--- src/rtl/kalman_pkg.sv ---
// Shared phase codes, sequencer state encoding and coordinate width default for the Kalman tracker.
// Everything here is constants and pure functions; there is no timing or flow control.
package kalman_pkg;

  localparam int DISP_WIDTH_DEF = 11;

  typedef enum logic [1:0] {
    OP_INIT   = 2'd0,
    OP_PRED   = 2'd1,
    OP_INTERM = 2'd2,
    OP_UPD    = 2'd3
  } mac_op_e;

  typedef enum logic [2:0] {
    S_IDLE   = 3'd0,
    S_INIT   = 3'd1,
    S_WAIT   = 3'd2,
    S_PRED   = 3'd3,
    S_INTERM = 3'd4,
    S_UPD    = 3'd5,
    S_OUT    = 3'd6
  } state_e;

  function automatic logic is_phase(input state_e s);
    return (s == S_INIT) || (s == S_PRED) || (s == S_INTERM) || (s == S_UPD);
  endfunction

  function automatic mac_op_e phase_op(input state_e s);
    mac_op_e op;
    case (s)
      S_PRED:   op = OP_PRED;
      S_INTERM: op = OP_INTERM;
      S_UPD:    op = OP_UPD;
      default:  op = OP_INIT;
    endcase
    return op;
  endfunction

endpackage

--- src/rtl/kalman_seq_if.sv ---
// Detector-to-sequencer measurement channel: valid/ready handshake carrying one centroid.
// The detector holds valid and data stable until it sees ready; no latency of its own.
interface kalman_seq_if #(
  parameter int DISP_WIDTH = kalman_pkg::DISP_WIDTH_DEF
);
  logic                  meas_valid;
  logic                  meas_ready;
  logic [DISP_WIDTH-1:0] meas_x;
  logic [DISP_WIDTH-1:0] meas_y;

  modport master (output meas_valid, output meas_x, output meas_y, input meas_ready);
  modport slave  (input meas_valid, input meas_x, input meas_y, output meas_ready);
endinterface

--- src/rtl/kalman_meas_buf.sv ---
// One-entry measurement holding register: captures on valid&&ready, z visible the next cycle.
// Ready is low while full; consume or flush empties it, accepts only happen when already empty.
module kalman_meas_buf
  import kalman_pkg::*;
#(
  parameter int W = DISP_WIDTH_DEF
) (
  input  logic         clk,
  input  logic         aresetn,
  input  logic         in_valid,
  output logic         in_ready,
  input  logic [W-1:0] in_x,
  input  logic [W-1:0] in_y,
  input  logic         consume,
  input  logic         flush,
  output logic         full,
  output logic [W-1:0] z_x,
  output logic [W-1:0] z_y
);

  logic         full_q, full_d;
  logic [W-1:0] z_x_q, z_x_d;
  logic [W-1:0] z_y_q, z_y_d;

  always_comb begin
    full_d = full_q;
    z_x_d  = z_x_q;
    z_y_d  = z_y_q;
    if (consume || flush) begin
      full_d = 1'b0;
    end
    if (in_valid && !full_q) begin
      full_d = 1'b1;
      z_x_d  = in_x;
      z_y_d  = in_y;
    end
  end

  always_ff @(posedge clk or negedge aresetn) begin
    if (!aresetn) begin
      full_q <= 1'b0;
      z_x_q  <= '0;
      z_y_q  <= '0;
    end else begin
      full_q <= full_d;
      z_x_q  <= z_x_d;
      z_y_q  <= z_y_d;
    end
  end

  assign in_ready = !full_q;
  assign full     = full_q;
  assign z_x      = z_x_q;
  assign z_y      = z_y_q;

endmodule

--- src/rtl/kalman_seq.sv ---
// Kalman track sequencer: per frame runs INIT, or PREDICT[/INTERM/UPDATE], est_valid 1 cycle after last mac_done.
// Backpressure via meas_ready (one-entry buffer); phase watchdog built only with KALMAN_SEQ_WATCHDOG_EN.
module kalman_seq
  import kalman_pkg::*;
#(
  parameter int DISP_WIDTH  = DISP_WIDTH_DEF,
  parameter int MAX_MISS    = 8,
  parameter int MAC_TIMEOUT = 64
) (
  input  logic                  clk,
  input  logic                  aresetn,
  kalman_seq_if.slave           meas,
  input  logic                  frame_tick,
  output logic [DISP_WIDTH-1:0] z_x,
  output logic [DISP_WIDTH-1:0] z_y,
  output logic                  mac_start,
  output logic [1:0]            mac_op,
  input  logic                  mac_done,
  input  logic [DISP_WIDTH-1:0] dp_x,
  input  logic [DISP_WIDTH-1:0] dp_y,
  output logic                  est_valid,
  output logic [DISP_WIDTH-1:0] est_x,
  output logic [DISP_WIDTH-1:0] est_y,
  output logic                  tracking,
  output logic                  overrun
);

  localparam int MW = $clog2(MAX_MISS + 1);
  localparam logic [MW-1:0] MISS_LIM = MW'(MAX_MISS);

  state_e                state_q, state_d;
  mac_op_e               mac_op_q, mac_op_d;
  logic                  mac_start_q, mac_start_d;
  logic                  est_valid_q, est_valid_d;
  logic [DISP_WIDTH-1:0] est_x_q, est_x_d;
  logic [DISP_WIDTH-1:0] est_y_q, est_y_d;
  logic                  tracking_q, tracking_d;
  logic                  overrun_q, overrun_d;
  logic [MW-1:0]         miss_q, miss_d;
  logic                  buf_full, buf_consume, buf_flush, capture, wd_fire;

  kalman_meas_buf #(.W(DISP_WIDTH)) u_meas_buf (
    .clk      (clk),
    .aresetn  (aresetn),
    .in_valid (meas.meas_valid),
    .in_ready (meas.meas_ready),
    .in_x     (meas.meas_x),
    .in_y     (meas.meas_y),
    .consume  (buf_consume),
    .flush    (buf_flush),
    .full     (buf_full),
    .z_x      (z_x),
    .z_y      (z_y)
  );

`ifdef KALMAN_SEQ_WATCHDOG_EN
  localparam int TW = $clog2(MAC_TIMEOUT + 1);
  logic [TW-1:0] wd_q, wd_d;

  // Counts cycles spent in the current phase without mac_done; zero outside phases.
  always_comb begin
    wd_d    = '0;
    wd_fire = 1'b0;
    if (is_phase(state_q) && !mac_done) begin
      wd_d    = wd_q + 1'b1;
      wd_fire = (wd_q == TW'(MAC_TIMEOUT - 1));
    end
  end

  always_ff @(posedge clk or negedge aresetn) begin
    if (!aresetn) begin
      wd_q <= '0;
    end else begin
      wd_q <= wd_d;
    end
  end
`else
  // Phases may stall forever; the comparison only keeps MAC_TIMEOUT referenced.
  assign wd_fire = (MAC_TIMEOUT < 0);
`endif

  always_comb begin
    state_d     = state_q;
    mac_op_d    = mac_op_q;
    mac_start_d = 1'b0;
    est_valid_d = 1'b0;
    est_x_d     = est_x_q;
    est_y_d     = est_y_q;
    tracking_d  = tracking_q;
    overrun_d   = 1'b0;
    miss_d      = miss_q;
    buf_consume = 1'b0;
    buf_flush   = 1'b0;
    capture     = 1'b0;

    case (state_q)
      S_IDLE:   if (buf_full) state_d = S_INIT;
      S_INIT: begin
        if (mac_done) begin
          state_d     = S_OUT;
          buf_consume = 1'b1;
          tracking_d  = 1'b1;
          miss_d      = '0;
          capture     = 1'b1;
        end
      end
      S_WAIT:   if (frame_tick) state_d = S_PRED;
      S_PRED: begin
        if (mac_done) begin
          if (buf_full) begin
            state_d = S_INTERM;
          end else begin
            state_d = S_OUT;
            capture = 1'b1;
            if (miss_q != MISS_LIM) miss_d = miss_q + 1'b1;
          end
        end
      end
      S_INTERM: if (mac_done) state_d = S_UPD;
      S_UPD: begin
        if (mac_done) begin
          state_d     = S_OUT;
          buf_consume = 1'b1;
          miss_d      = '0;
          capture     = 1'b1;
        end
      end
      S_OUT: begin
        if (miss_q >= MISS_LIM) begin
          state_d    = S_IDLE;
          tracking_d = 1'b0;
          miss_d     = '0;
        end else begin
          state_d = S_WAIT;
        end
      end
      default:  state_d = S_IDLE;
    endcase

    // The estimate lands together with the transition into OUT so est_valid trails mac_done by one cycle.
    if (capture) begin
      est_valid_d = 1'b1;
      est_x_d     = dp_x;
      est_y_d     = dp_y;
    end

    if (frame_tick && (state_q != S_IDLE) && (state_q != S_WAIT)) begin
      overrun_d = 1'b1;
    end

    if (wd_fire) begin
      state_d     = S_IDLE;
      tracking_d  = 1'b0;
      miss_d      = '0;
      buf_flush   = 1'b1;
      capture     = 1'b0;
      est_valid_d = 1'b0;
    end

    if (is_phase(state_d) && (state_d != state_q)) begin
      mac_start_d = 1'b1;
      mac_op_d    = phase_op(state_d);
    end
  end

  always_ff @(posedge clk or negedge aresetn) begin
    if (!aresetn) begin
      state_q     <= S_IDLE;
      mac_op_q    <= OP_INIT;
      mac_start_q <= 1'b0;
      est_valid_q <= 1'b0;
      est_x_q     <= '0;
      est_y_q     <= '0;
      tracking_q  <= 1'b0;
      overrun_q   <= 1'b0;
      miss_q      <= '0;
    end else begin
      state_q     <= state_d;
      mac_op_q    <= mac_op_d;
      mac_start_q <= mac_start_d;
      est_valid_q <= est_valid_d;
      est_x_q     <= est_x_d;
      est_y_q     <= est_y_d;
      tracking_q  <= tracking_d;
      overrun_q   <= overrun_d;
      miss_q      <= miss_d;
    end
  end

  assign mac_start = mac_start_q;
  assign mac_op    = mac_op_q;
  assign est_valid = est_valid_q;
  assign est_x     = est_x_q;
  assign est_y     = est_y_q;
  assign tracking  = tracking_q;
  assign overrun   = overrun_q;

endmodule

--- src/flat_wrapper.sv ---
// flat-port wrapper written by rule: the top's interface ports become plain ports
module kalman_seq_flat import kalman_pkg::*;
#(
  parameter int DISP_WIDTH  = DISP_WIDTH_DEF,
  parameter int MAX_MISS    = 8,
  parameter int MAC_TIMEOUT = 64
)
  (clk, aresetn, frame_tick, z_x, z_y, mac_start, mac_op, mac_done, dp_x, dp_y, est_valid, est_x, est_y, tracking, overrun, meas_meas_valid, meas_meas_x, meas_meas_y, meas_meas_ready);
  kalman_seq_if #(.DISP_WIDTH(DISP_WIDTH)) meas_i ();
  input  logic clk;
  input  logic aresetn;
  input  logic frame_tick;
  output logic [DISP_WIDTH-1:0] z_x;
  output logic [DISP_WIDTH-1:0] z_y;
  output logic mac_start;
  output logic [1:0] mac_op;
  input  logic mac_done;
  input  logic [DISP_WIDTH-1:0] dp_x;
  input  logic [DISP_WIDTH-1:0] dp_y;
  output logic est_valid;
  output logic [DISP_WIDTH-1:0] est_x;
  output logic [DISP_WIDTH-1:0] est_y;
  output logic tracking;
  output logic overrun;
  input wire logic [$bits(meas_i.meas_valid)-1:0] meas_meas_valid;
  input wire logic [$bits(meas_i.meas_x)-1:0] meas_meas_x;
  input wire logic [$bits(meas_i.meas_y)-1:0] meas_meas_y;
  output wire logic [$bits(meas_i.meas_ready)-1:0] meas_meas_ready;
  assign meas_i.meas_valid = meas_meas_valid;
  assign meas_i.meas_x = meas_meas_x;
  assign meas_i.meas_y = meas_meas_y;
  assign meas_meas_ready = meas_i.meas_ready;
  kalman_seq #(.DISP_WIDTH(DISP_WIDTH), .MAX_MISS(MAX_MISS), .MAC_TIMEOUT(MAC_TIMEOUT)) u_core (.clk(clk), .aresetn(aresetn), .meas(meas_i), .frame_tick(frame_tick), .z_x(z_x), .z_y(z_y), .mac_start(mac_start), .mac_op(mac_op), .mac_done(mac_done), .dp_x(dp_x), .dp_y(dp_y), .est_valid(est_valid), .est_x(est_x), .est_y(est_y), .tracking(tracking), .overrun(overrun));
endmodule
--- config.mk ---
export PLATFORM = sky130hd
export DESIGN_NAME = kalman_seq_flat
export DESIGN_NICKNAME = d
export VERILOG_FILES = /design/src/rtl/kalman_pkg.sv /design/src/rtl/kalman_seq_if.sv /design/src/rtl/kalman_meas_buf.sv /design/src/rtl/kalman_seq.sv /design/src/flat_wrapper.sv
export SDC_FILE = /design/constraint.sdc
export NUM_CORES = 1
export LEC_CHECK = 0
export CORE_ASPECT_RATIO = 0.75
export CORE_MARGIN = 2
export CORE_UTILIZATION = 46
export CTS_CLUSTER_DIAMETER = 150
export DETAILED_ROUTE_END_ITERATION = 8
export GPL_TIMING_DRIVEN = 0
export PLACE_DENSITY = 0.84
export SLEW_MARGIN = 25
export SYNTH_ARGS = -nofsm -noshare
export SYNTH_HDL_FRONTEND = slang
export SYNTH_SLANG_ARGS = --single-unit
--- constraint.sdc ---
create_clock -name clk -period 3 [get_ports clk]
set_input_delay 0.75 -clock clk [delete_from_list [all_inputs] [get_ports clk]]
set_output_delay 0.75 -clock clk [all_outputs]
set_load 0.005 [all_outputs]
# ---- After elaboration in Yosys (flattened, before gate mapping)
# Cells that the tools add are included.
dict set report totals {
  register_bits 58
  in_bits 49
  out_inout_bits 51
  wordCells 77
}
dict set report classes {
  add_sub_neg 1
  magnitude_cmp 1
  eq_ne 19
  n_mux 28
  reduce_logical 16
}
# operator count
set ops {}
lappend ops {{4-bit two-way mux} 5}
lappend ops {{3-bit one-hot mux with 6 select lines} 1}
lappend ops {{3-bit == test (second input constant)} 5}
lappend ops {{3-bit two-way mux} 5}
lappend ops {{4-bit one-hot mux with 3 select lines} 1}
lappend ops {{1-bit two-way mux} 11}
lappend ops {{3-bit by 2-bit == test with 1-bit output (second input constant)} 3}
lappend ops {{3-bit by 1-bit == test with 1-bit output (second input constant)} 2}
lappend ops {{2-bit by 1-bit inequality test with 1-bit output (second input constant)} 3}
lappend ops {{2-bit inequality test (second input constant)} 3}
lappend ops {{2-bit one-hot mux with 3 select lines} 1}
lappend ops {{6-bit AND reduction} 1}
lappend ops {{3-bit nonzero test} 2}
lappend ops {{4-bit by 1-bit adder with 4-bit output (second input constant)} 1}
lappend ops {{4-bit >= comparator (second input constant)} 1}
lappend ops {{1-bit logical AND} 4}
lappend ops {{2-bit two-way mux} 2}
lappend ops {{4-bit inequality test (second input constant)} 1}
lappend ops {{1-bit one-hot mux with 2 select lines} 2}
lappend ops {{2-bit nonzero test} 2}
lappend ops {{3-bit logical NOT} 1}
lappend ops {{1-bit logical OR} 3}
lappend ops {{3-bit by 2-bit inequality test with 1-bit output (second input constant)} 1}
lappend ops {{3-bit inequality test} 1}
lappend ops {{other kinds (3)} 3}

# ---- Longest topological paths before layout
# Gate-level depths: netlist of the first run.
dict set report depth {
  depth_word 9
  ltp_mapped 6
  depth_no_buf 6
}

# ---- By module
# Synthesis of the first run repeated with hierarchy kept, for this count alone.
dict set report hier_totals {
  hier_cells 180
  hier_area_um2 2541.2
}
# module n_inst cells_each area_each_um2
set by_module_without_submodules {}
lappend by_module_without_submodules {kalman_seq 1 128 1574.0}
lappend by_module_without_submodules {kalman_meas_buf 1 52 967.2}

# ---- Worst setup path after synthesis of the first run
# No wires, ideal clock.
dict set report synth_path {
  path_kind {in2reg}
  startpoint {input mac_done}
  endpoint {register u_core.est_x_q[2], in the netlist u_core.est_x[2]}
  setup_ps 125
  arrival_ps 1656
  required_time_ps 2875
  slack_ps 1218
  cell_stages 6
  path_buffers 3
  path_cell_list {and2_4 -> buf_6 -> o21a_1 -> buf_6 -> buf_12 -> mux2_4}
}
dict set report synth_between {
  elab_chain_cells 2
}
# item line
set synth_lines {}
lappend synth_lines {{start: declaration} flat_wrapper.sv:17} ;# input logic mac_done;
lappend synth_lines {{1-bit two-way mux, on equally long branches} {kalman_seq.sv:99, kalman_seq.sv:121, kalman_seq.sv:109}}
lappend synth_lines {{1-bit one-hot mux with 2 select lines *} kalman_seq.sv:96} ;# case (state_q)
lappend synth_lines {{end signal: assignment} kalman_seq.sv:182} ;# est_x_q <= est_x_d;
lappend synth_lines {{end: declaration} kalman_seq.sv:35} ;# logic [DISP_WIDTH-1:0] est_x_q, est_x_d;
# Every way passes the cells marked *; elsewhere a longest branch is shown, timed or not.
# A chain may end at the register's enable or synchronous reset.

# ---- Worst setup path after layout of the first run
dict set report layout_path {
  startpoint {register u_core.u_meas_buf.full_q, in the netlist u_core.u_meas_buf.full}
  endpoint {output meas_meas_ready}
}
dict set report layout_between {
  elab_chain_cells 1
}
# item line
set layout_lines {}
lappend layout_lines {{start: declaration} kalman_meas_buf.sv:21} ;# logic full_q, full_d;
lappend layout_lines {{start signal: assignment} kalman_meas_buf.sv:45} ;# full_q <= full_d;
lappend layout_lines {{1-bit logical NOT} kalman_meas_buf.sv:51} ;# assign in_ready = !full_q;
lappend layout_lines {{end: declaration} flat_wrapper.sv:28} ;# output wire logic [$bits(meas_i.meas_ready)-1:0] meas_meas_ready;
# Every way passes these cells.

==> results of run 1 <==
power by group through the flow:
stage               logic, mW  clock network [mW]  registers, mW
CTS                      1.83               0.760           1.39
detailed placement       1.82                   0           1.40
global route             1.95               0.800           1.44
floorplan               0.877                   0           1.40
finish                   1.80               0.739           1.39
global placement         1.79                   0           1.38
sequential cells by signal (all words and copies together) (netlist names):
signal	flops
u_core.est_valid	1
u_core.est_x	11
u_core.est_y	11
u_core.mac_op	2
u_core.mac_start	1
u_core.miss_q	4
u_core.overrun	1
u_core.state_q	3
u_core.tracking	1
u_core.u_meas_buf.full	1
u_core.u_meas_buf.z_x	11
u_core.u_meas_buf.z_y	11
final cells by class:
type	instances	area, um^2	area share, %
Clock buffer	13	168.9	4.450
Timing Repair Buffer	100	1008	26.57
Inverter	7	26.28	0.6922
Multi-Input combinational cell	99	919.6	24.23
Sequential cell	58	1451	38.23
Tap cell	75	93.84	2.472
Buffer	10	92.59	2.439
Clock inverter	2	35.03	0.9229
cell usage in the layout, fill, tap and decap left out:
cell / instances
mux2_2: 29
o22a_1: 1
nand4_1: 1
a21oi_1: 4
clkbuf_8: 12
o31ai_1: 2
buf_4: 2
o211ai_1: 1
nor3_1: 1
dfrtp_1: 58
nor2b_1: 1
clkdlybuf4s50_1: 98
buf_12: 3
ha_1: 2
buf_6: 2
nand3_1: 2
a21o_1: 2
buf_2: 3
and2_4: 1
mux2_4: 18
nand3b_1: 1
mux2i_1: 2
a32o_1: 4
nand2_1: 11
and3b_1: 1
bufinv_16: 1
a22oi_1: 1
clkinv_2: 1
inv_1: 6
o21a_1: 1
nand2b_1: 1
nor2_1: 7
a211oi_1: 2
o21ai_0: 3
inv_2: 1
clkbuf_1: 3
path summary, 6_finish.rpt:
path / startpoint / endpoint / cells past startpoint
hold reg to reg: u_core.mac_op[1]$_DFFE_PN0P_ / u_core.mac_op[1]$_DFFE_PN0P_ / 2
setup / recovery: u_core.u_meas_buf.full$_DFFE_PN0P_ / meas_meas_ready / 2
min in group clk: u_core.mac_op[1]$_DFFE_PN0P_ / u_core.mac_op[1]$_DFFE_PN0P_ / 2
hold / removal: aresetn / u_core.est_x[1]$_DFFE_PN0P_ / 1
setup reg to reg: u_core.u_meas_buf.full$_DFFE_PN0P_ / u_core.u_meas_buf.z_x[7]$_DFFE_PN0P_ / 4
max in group asynchronous: aresetn / u_core.miss_q[0]$_DFFE_PN0P_ / 2
through the flow:
step / util, % / hold slack, ns / total power, mW / cell area, um^2
CTS: 71.69 / 0.3349 / 3.979 / 3796
floorplan: - / 0.4544 / 2.282 / 2490
finish: 71.69 / 0.3398 / 3.929 / 3796
global placement: 67.51 / 0.4684 / 3.160 / 3575
global route: 71.69 / 0.3527 / 4.194 / 3796
detailed placement: 67.84 / 0.4716 / 3.218 / 3592
logic make-up after synthesis:
kind of cell    Yosys count  synth area share (%)
compound gates           21                 6.080
buf+inv                  17                 4.774
mux                      49                 24.77
simple gates             27                 5.076
fa+ha+maj                 2                 1.005
flops                    58                 58.29
critical path, stage by stage, from the launching register on:
cell and delay (ns):
dfrtp_1 0.46, inv_1 0.09, clkdlybuf4s50_1 0.50
metal layers:
| layer | global-route usage (%) | vias up |
|---|---|---|
| li1 | - | 834 |
| met1 | 24.69 | 842 |
| met2 | 27.15 | 81 |
| met3 | 11.25 | 5 |
| met4 | 4.478 | 0 |
| met5 | 0 | - |
==> out/results.ini, run 1 <==
[power_and_ir_drop]
swShare_pct=28.18
p_leak_nw=1.640
ir_drop_uv=565.3
power_density_nw_per_um2=1035
p_sw_mw=1.107
seqPwrFrac_pct=35.3
combinationalPowerShare_pct=45.8
p_int_mw=2.822
clkPwrFrac_pct=18.8

[yosys]
synth_cell_type_count=32
yosys_warnings=0
seq_area_frac_synth_pct=58.29
synth-edff-count=0
synth_most_common_cell=dfrtp_1
synth.top_cell.area_share_pct=58.29
netlist_area_um2=2490
async_reset_ff_share_pct=100.0
ys_top_cells_by_area=dfrtp_1 58%, mux2_2 13%, mux2_4 11%
synth_nets=225
synthFlopType=dfrtp_1
synth_area_leader_cell=dfrtp_1
ys_ff_latch=58
syn_inst=174
synth.avg_cell_area_um2=14.31
ys_top_cells_by_count=58 x dfrtp_1, 29 x mux2_2, 18 x mux2_4, 11 x nand2_1, 7 x nor2_1

[setup_path]
path_max_fanout=7
cp.required_ns=2.25
r2r_setup_slack_ns=1.40
start_kind=flop
path_class=flop to primary output
critical_path_arrival_ns=1.38
end_kind=primary output

[global_routing]
antenna_found_initial=0
overflow=0
grt_pass1_vias=1730
grt_max_degree=31
grt_pass1_wl_um=8355
grtUsageTotal_pct=18.94

[clocking]
cts_resized=0
cts.sinks=58
htree_levels=3
root_buffer=clkbuf_8
clk_latency_ns=0.33
cts_buffers=9
cts_tree=yes
cts-hold-fix-buffers=0
clkTransAtPathRegs_ns=0.07
cts_setup_buffers=0
cts_buffer_depth=2

[sta]
min_period_over_period_pct=70.95
skew_ns=0.005331
setup_tns_ns=0
hold_viol=0
relSlewSlack_pct=68.21
grt_setup_unrepaired=no
min_period_ns=2.129
fmax_mhz=469.8
drv_slew=0
final-setup-viol-count=0
layout_setup_ws_ns=0.8714
worstMarginPinSlew_ns=0.4768

[final_layout]
final_cells=364
drive_above_1_share_pct=25.26
n_antenna_cell=0
areaGrowthSynthToFinish_pct=52.46
fillers=393
nets=336

[placement]
pre_cts_ws_ns=0.5279
port_buffers=99
dpl.hpwl_um=3920
placed_cells=349
gp_congestion=0.7954

[die]
start_util_pct=47.02
dieArea_um2=6024
die_h_um=67.72
core_area_um2=5295
die_width_um=88.96
fp-row-count=23
io_pins=100

[route]
first_pass_iters=4
wl_met3_um=538
top_layer=met4
vias=1762
dr.first_iter.drc_count=95
avgRoutedWirePerCell_um=14.51
met2_length_um=2352
vias_per_cell=4.841
wl_met1_um=2354
drc_errors=0
detail-route-antenna-nets=0
drt_wl_total_um=5283

[min_path]
hp-class=input pin to asynchronous set/reset pin

[flow_run]
drv_cap=0

[run_status]
status=finished, final reports clean

(Power assumes the default switching activity.)
==> run 2: changes to the inputs <==
--- a/config.mk
+++ b/config.mk
@@ -7,11 +7,11 @@
 export LEC_CHECK = 0
 export CORE_ASPECT_RATIO = 0.75
 export CORE_MARGIN = 2
-export CORE_UTILIZATION = 46
+export CORE_UTILIZATION = 43
 export CTS_CLUSTER_DIAMETER = 150
 export DETAILED_ROUTE_END_ITERATION = 8
 export GPL_TIMING_DRIVEN = 0
-export PLACE_DENSITY = 0.84
+export PLACE_DENSITY = 0.8
 export SLEW_MARGIN = 25
 export SYNTH_ARGS = -nofsm -noshare
 export SYNTH_HDL_FRONTEND = slang
==> constraint.sdc (replaced) <==
create_clock -name clk -period 2.1 [get_ports clk]
set_input_delay 0.525 -clock clk [delete_from_list [all_inputs] [get_ports clk]]
set_output_delay 0.525 -clock clk [all_outputs]
set_load 0.005 [all_outputs]
==> out/results.ini, run 2 (synthesized netlist as in run 1, its figures left out) <==
[flow_run]
drv_cap=0  ; unchanged

[setup_path]
critPathCapture=meas_meas_ready  ; unchanged
end_kind=primary output  ; unchanged
start_kind=flop  ; unchanged
path_buf_inv=2  ; unchanged
crit_chain=inv_1 > clkdlybuf4s50_1  ; unchanged
rr_worst_depth=4  ; unchanged
r2r-end=u_core.u_meas_buf.z_y[2]$_DFFE_PN0P_  ; was u_core.u_meas_buf.z_x[7]$_DFFE_PN0P_
crit_family=buffers and inverters  ; unchanged
cp.required_ns=1.57  ; was 2.25 ns
critPathSlowestCell=clkdlybuf4s50_1  ; unchanged
cp.depth=2  ; unchanged
critical_path_arrival_ns=1.40  ; was 1.38 ns
r2r_setup_slack_ns=0.48  ; was 1.40 ns
startpoint=u_core.u_meas_buf.full$_DFFE_PN0P_  ; unchanged
r2r-start=u_core.u_meas_buf.full$_DFFE_PN0P_  ; unchanged
cpPeakStageDelay_ns=0.50  ; about the same
path_max_fanout=7  ; unchanged
path_class=flop to primary output  ; unchanged

[die]
io_pins=100  ; unchanged
die_h_um=69.90  ; was 67.72 um
core_area_um2=5468  ; was 5295 um^2
dieArea_um2=6421  ; was 6024 um^2
fp-row-count=23  ; unchanged
start_util_pct=45.54  ; was 47.02%
die_width_um=91.87  ; was 88.96 um

[sta]
worstMarginPinSlew_ns=0.4738  ; was 0.4768 ns
drv_slew=0  ; unchanged
hold_viol=0  ; unchanged
final-setup-viol-count=0  ; unchanged
min_period_over_period_pct=91.63
skew_ns=0.004937  ; was 0.005331 ns
fin_hold_ws_ns=0.1039  ; was 0.3398 ns
grt_setup_unrepaired=no  ; unchanged
fmax_mhz=519.7
relSlewSlack_pct=68.41  ; was 68.21%
min_period_ns=1.924

[run_status]
status=finished, final reports clean  ; unchanged

[route]
first_pass_iters=4  ; unchanged
drc_errors=0  ; unchanged
vias_per_cell=4.939  ; was 4.841
drt_wl_total_um=5492  ; was 5283 um
avgRoutedWirePerCell_um=15.13  ; was 14.51 um
dr.first_iter.drc_count=57  ; was 95
detail-route-antenna-nets=0  ; unchanged
vias=1793  ; was 1762

[final_layout]
nets=336  ; unchanged
drive_above_1_share_pct=25.35  ; was 25.26%
areaGrowthSynthToFinish_pct=51.96  ; was 52.46%
n_antenna_cell=0  ; unchanged
final_cells=363  ; was 364
mostFrequentLayoutCells=98 x clkdlybuf4s50_1, 58 x dfrtp_1, 29 x mux2_2  ; unchanged
layout_commonest_cell=clkdlybuf4s50_1  ; unchanged

[power_and_ir_drop]
combinationalPowerShare_pct=46.3  ; was 45.8%
seqPwrFrac_pct=35.6  ; was 35.3%
ir_drop_uv=679.2  ; was 565.3 uV
p_sw_mw=1.599  ; was 1.107 mW
swShare_pct=28.61  ; was 28.18%
clkPwrFrac_pct=18.1  ; was 18.8%
power_density_nw_per_um2=1477  ; was 1035 nW/um^2
p_int_mw=3.989  ; was 2.822 mW
p_leak_nw=1.636  ; was 1.640 nW

[clocking]
htree_levels=3  ; unchanged
cts_tree=yes  ; unchanged
clk_latency_ns=0.34  ; was 0.33 ns
cts_buffer_depth=2  ; unchanged
cts_setup_buffers=0  ; unchanged
root_buffer=clkbuf_8  ; unchanged
cts_buffers=9  ; unchanged
cts_resized=0  ; unchanged
cts.sinks=58  ; unchanged
cts-hold-fix-buffers=0  ; unchanged
clkTransAtPathRegs_ns=0.06  ; was 0.07 ns

[global_routing]
antenna_found_initial=0  ; unchanged
grt_pass1_vias=1825  ; was 1730
grtUsageTotal_pct=18.23  ; was 18.94%
grt_max_degree=31  ; unchanged
overflow=0  ; unchanged
grt_pass1_wl_um=9011  ; was 8355 um

[placement]
gp_congestion=0.7832  ; was 0.7954
dpl.hpwl_um=3866  ; was 3920 um
placed_cells=349  ; unchanged
port_buffers=99  ; unchanged

[min_path]
hp-class=input pin to asynchronous set/reset pin  ; unchanged

-- run 2: cell count changes in the layout (fill, tap and decap cells not counted) --
cell and change:
clkbuf_1 -1, clkbuf_8 -1, clkinv_2 +1
-- run 2: area by class of cell --
type | count | area [um^2]
inverter | 7 | 26.28
sequential | 58 | 1451
buffer | 10 | 92.59
multi-input combinational | 99 | 919.6
clock buffer | 11 | 151.4
tap | 75 | 93.84
clock inverter | 3 | 40.04
fill | 412 | 1684
timing repair buffer | 100 | 1008
-- run 2: through the flow --
| step | utilization [%] | power, mW | setup TNS, ns | worst slack [ns] | instance area [um^2] |
|---|---|---|---|---|---|
| 6_report | 69.20 | 5.588 | 0 | 0.1758 | 3784 |
| 5_1_grt | 69.20 | 5.946 | 0 | 0.1299 | 3784 |
| 4_1_cts | 69.20 | 5.652 | 0 | 0.1615 | 3784 |
| 3_5_place_dp | 65.70 | 4.587 | -2.293 | -0.1282 | 3592 |
| 3_3_place_gp | 65.38 | 4.528 | -80.54 | -1.354 | 3575 |
| 2_1_floorplan | - | 3.260 | 0 | 0.5435 | 2490 |
-- run 2: per-layer routing --
metal	global-route usage (%)	part of all wire (%)	vias to the layer above
li1	-	-	830
met1	23.11	45	864
met2	25.25	41	88
met3	11.22	13	11
met4	6.965	1.7	0
met5	0	0	-
-- run 2: how the worst min path moves through the flow --
stage / slack [ns] / depth (start not counted) / endpoint
after CTS: 0.10 / 1 / u_core.est_x[9]$_DFFE_PN0P_
after detailed placement: 0.47 / 1 / u_core.mac_op[0]$_DFFE_PN0P_
final: 0.10 / 1 / u_core.est_x[9]$_DFFE_PN0P_
after floorplan: 0.23 / 0 / u_core.est_valid$_DFF_PN0_
after global routing: 0.12 / 1 / u_core.est_x[10]$_DFFE_PN0P_
after global placement: 0.47 / 2 / u_core.mac_op[1]$_DFFE_PN0P_
-- run 2: power by group through the flow --
stage / Combinational, mW / Sequential (mW) / Clock [mW]
2_1_floorplan: 1.25 / 2.01 / 0
3_3_place_gp: 2.56 / 1.97 / 0
3_5_place_dp: 2.59 / 1.99 / 0
4_1_cts: 2.62 / 1.99 / 1.04
5_1_grt: 2.80 / 2.06 / 1.09
6_report: 2.59 / 1.99 / 1.01
==> run 3: changes to the inputs <==
--- a/config.mk
+++ b/config.mk
@@ -11,8 +11,9 @@
 export CTS_CLUSTER_DIAMETER = 150
 export DETAILED_ROUTE_END_ITERATION = 8
 export GPL_TIMING_DRIVEN = 0
-export PLACE_DENSITY = 0.8
+export PLACE_DENSITY_LB_ADDON = 0.2
 export SLEW_MARGIN = 25
 export SYNTH_ARGS = -nofsm -noshare
 export SYNTH_HDL_FRONTEND = slang
 export SYNTH_SLANG_ARGS = --single-unit
+export TNS_END_PERCENT = 1
==> out/results.ini, run 3 (synthesized netlist as in run 1, its figures left out) <==
[clocking]
clkTransAtPathRegs_ns=0.06  ; about the same
cts_buffers=9  ; unchanged
cts_resized=0  ; unchanged
cts_tree=yes  ; unchanged
cts.sinks=58  ; unchanged
clk_latency_ns=0.33  ; was 0.34 ns
root_buffer=clkbuf_8  ; unchanged
htree_levels=3  ; unchanged
cts_setup_buffers=0  ; unchanged
cts-hold-fix-buffers=0  ; unchanged
cts_buffer_depth=2  ; unchanged

[run_status]
status=finished, final reports clean  ; unchanged

[setup_path]
start_kind=flop  ; unchanged
path_class=flop to primary output  ; unchanged
cp.required_ns=1.57  ; about the same
r2r-start=u_core.u_meas_buf.full$_DFFE_PN0P_  ; unchanged
r2r_setup_slack_ns=0.52  ; was 0.48 ns
r2r-end=u_core.u_meas_buf.z_x[4]$_DFFE_PN0P_  ; was u_core.u_meas_buf.z_y[2]$_DFFE_PN0P_
critical_path_arrival_ns=1.38  ; was 1.40 ns
end_kind=primary output  ; unchanged
path_max_fanout=7  ; unchanged
rr_worst_depth=4  ; unchanged

[final_layout]
layout_commonest_cell=clkdlybuf4s50_1  ; unchanged
nets=337  ; was 336
drive_above_1_share_pct=25.17  ; was 25.35%
mostFrequentLayoutCells=98 x clkdlybuf4s50_1, 58 x dfrtp_1, 29 x mux2_2  ; unchanged
fin_area_um2=3814  ; was 3784 um^2
areaGrowthSynthToFinish_pct=53.17  ; was 51.96%
n_antenna_cell=0  ; unchanged
finish.utilization_pct=69.75  ; was 69.20%
fillers=405  ; was 412

[power_and_ir_drop]
p_leak_nw=1.648  ; was 1.636 nW
clkPwrFrac_pct=18.7  ; was 18.1%
swShare_pct=27.79  ; was 28.61%
combinationalPowerShare_pct=46.0  ; was 46.3%
p_sw_mw=1.553  ; was 1.599 mW
p_int_mw=4.034  ; was 3.989 mW
power_density_nw_per_um2=1465  ; was 1477 nW/um^2
seqPwrFrac_pct=35.3  ; was 35.6%
ir_drop_uv=773.1  ; was 679.2 uV

[placement]
port_buffers=99  ; unchanged
place_area_um2=3600  ; was 3592 um^2
dpl.hpwl_um=3723  ; was 3866 um
gp_congestion=0.7944  ; was 0.7832

[global_routing]
grt_pass1_wl_um=8328  ; was 9011 um
grt_pass1_vias=1696  ; was 1825
grt_max_degree=52  ; was 31
overflow=0  ; unchanged
grtUsageTotal_pct=16.80  ; was 18.23%
antenna_found_initial=0  ; unchanged

[min_path]
hp-class=flop to flop  ; was input pin to asynchronous set/reset pin
worstHoldStart=u_core.mac_op[1]$_DFFE_PN0P_
holdPathStages=2
hold_path_end=u_core.mac_op[1]$_DFFE_PN0P_

[sta]
min_period_over_period_pct=90.48  ; was 91.63%
skew_ns=0.006688  ; was 0.004937 ns
drv_slew=0  ; unchanged
relSlewSlack_pct=70.38  ; was 68.41%
grt_setup_unrepaired=no  ; unchanged
min_period_ns=1.900  ; was 1.924 ns
worstMarginPinSlew_ns=0.4442  ; was 0.4738 ns
final-setup-viol-count=0  ; unchanged
hold_viol=0  ; unchanged
fmax_mhz=526.3  ; was 519.7 MHz

[die]
die_width_um=91.87  ; unchanged
io_pins=100  ; unchanged
core_area_um2=5468  ; unchanged
dieArea_um2=6421  ; unchanged
die_h_um=69.90  ; unchanged
start_util_pct=45.54  ; unchanged
fp-row-count=23  ; unchanged

[route]
drc_errors=0  ; unchanged
vias=1765  ; was 1793
avgRoutedWirePerCell_um=13.95  ; was 15.13 um
dr.first_iter.drc_count=78  ; was 57
first_pass_iters=4  ; unchanged
vias_per_cell=4.836  ; was 4.939
drt_wl_total_um=5092  ; was 5492 um
detail-route-antenna-nets=0  ; unchanged

[flow_run]
drv_cap=0  ; unchanged

==> run 3: power by group through the flow <==
| stage | sequential (mW) | clock [mW] | combinational, mW |
|---|---|---|---|
| final | 1.97 | 1.04 | 2.57 |
| after global routing | 2.06 | 1.13 | 2.77 |
| after CTS | 1.98 | 1.07 | 2.60 |
| after detailed placement | 2.00 | 0 | 2.59 |
| after global placement | 1.96 | 0 | 2.56 |
| after floorplan | 2.01 | 0 | 1.25 |
==> run 3: worst max path at each step <==
stage / from / slack [ns] / to
6_report: u_core.u_meas_buf.full$_DFFE_PN0P_ / 0.20 / meas_meas_ready
5_1_grt: u_core.u_meas_buf.full$_DFFE_PN0P_ / 0.11 / meas_meas_ready
4_1_cts: u_core.u_meas_buf.full$_DFFE_PN0P_ / 0.17 / meas_meas_ready
3_5_place_dp: mac_done / -0.12 / u_core.est_x[2]$_DFFE_PN0P_
3_3_place_gp: aresetn / -1.34 / u_core.est_y[7]$_DFFE_PN0P_
2_1_floorplan: mac_done / 0.54 / u_core.est_x[2]$_DFFE_PN0P_
==> run 3: area by class of cell <==
cell class / instances / area, um^2 / share of cell area [%]
multi-input combinational: 99 / 919.6 / 24.11
buffer: 10 / 92.59 / 2.428
clock inverter: 2 / 35.03 / 0.9186
tap: 75 / 93.84 / 2.461
clock buffer: 13 / 168.9 / 4.429
timing repair buffer: 101 / 1026 / 26.90
sequential: 58 / 1451 / 38.06
inverter: 7 / 26.28 / 0.6890
==> run 3: through the flow <==
stage / hold slack, ns / setup WS (ns) / total power, mW / cells / setup TNS (ns)
detailed placement: 0.3615 / -0.1203 / 4.583 / 349 / -2.090
floorplan: 0.2294 / 0.5435 / 3.260 / 174 / 0
global placement: 0.4654 / -1.343 / 4.524 / 348 / -80.01
CTS: 0.003520 / 0.1711 / 5.656 / 364 / 0
global route: 0.5192 / 0.1149 / 5.951 / 365 / 0
finish: 0.4774 / 0.2000 / 5.586 / 365 / 0
==> run 3: critical path, stage by stage, from the launching register on <==
cell and delay, ns:
dfrtp_1 0.46, inv_1 0.08, clkdlybuf4s50_1 0.51
==> run 3: layer usage <==
metal / wire length (um) / track usage, %
met1: 2382 / 22.47
met2: 2225 / 24.02
met3: 438 / 7.875
met4: 45 / 5.970
met5: 0 / 0
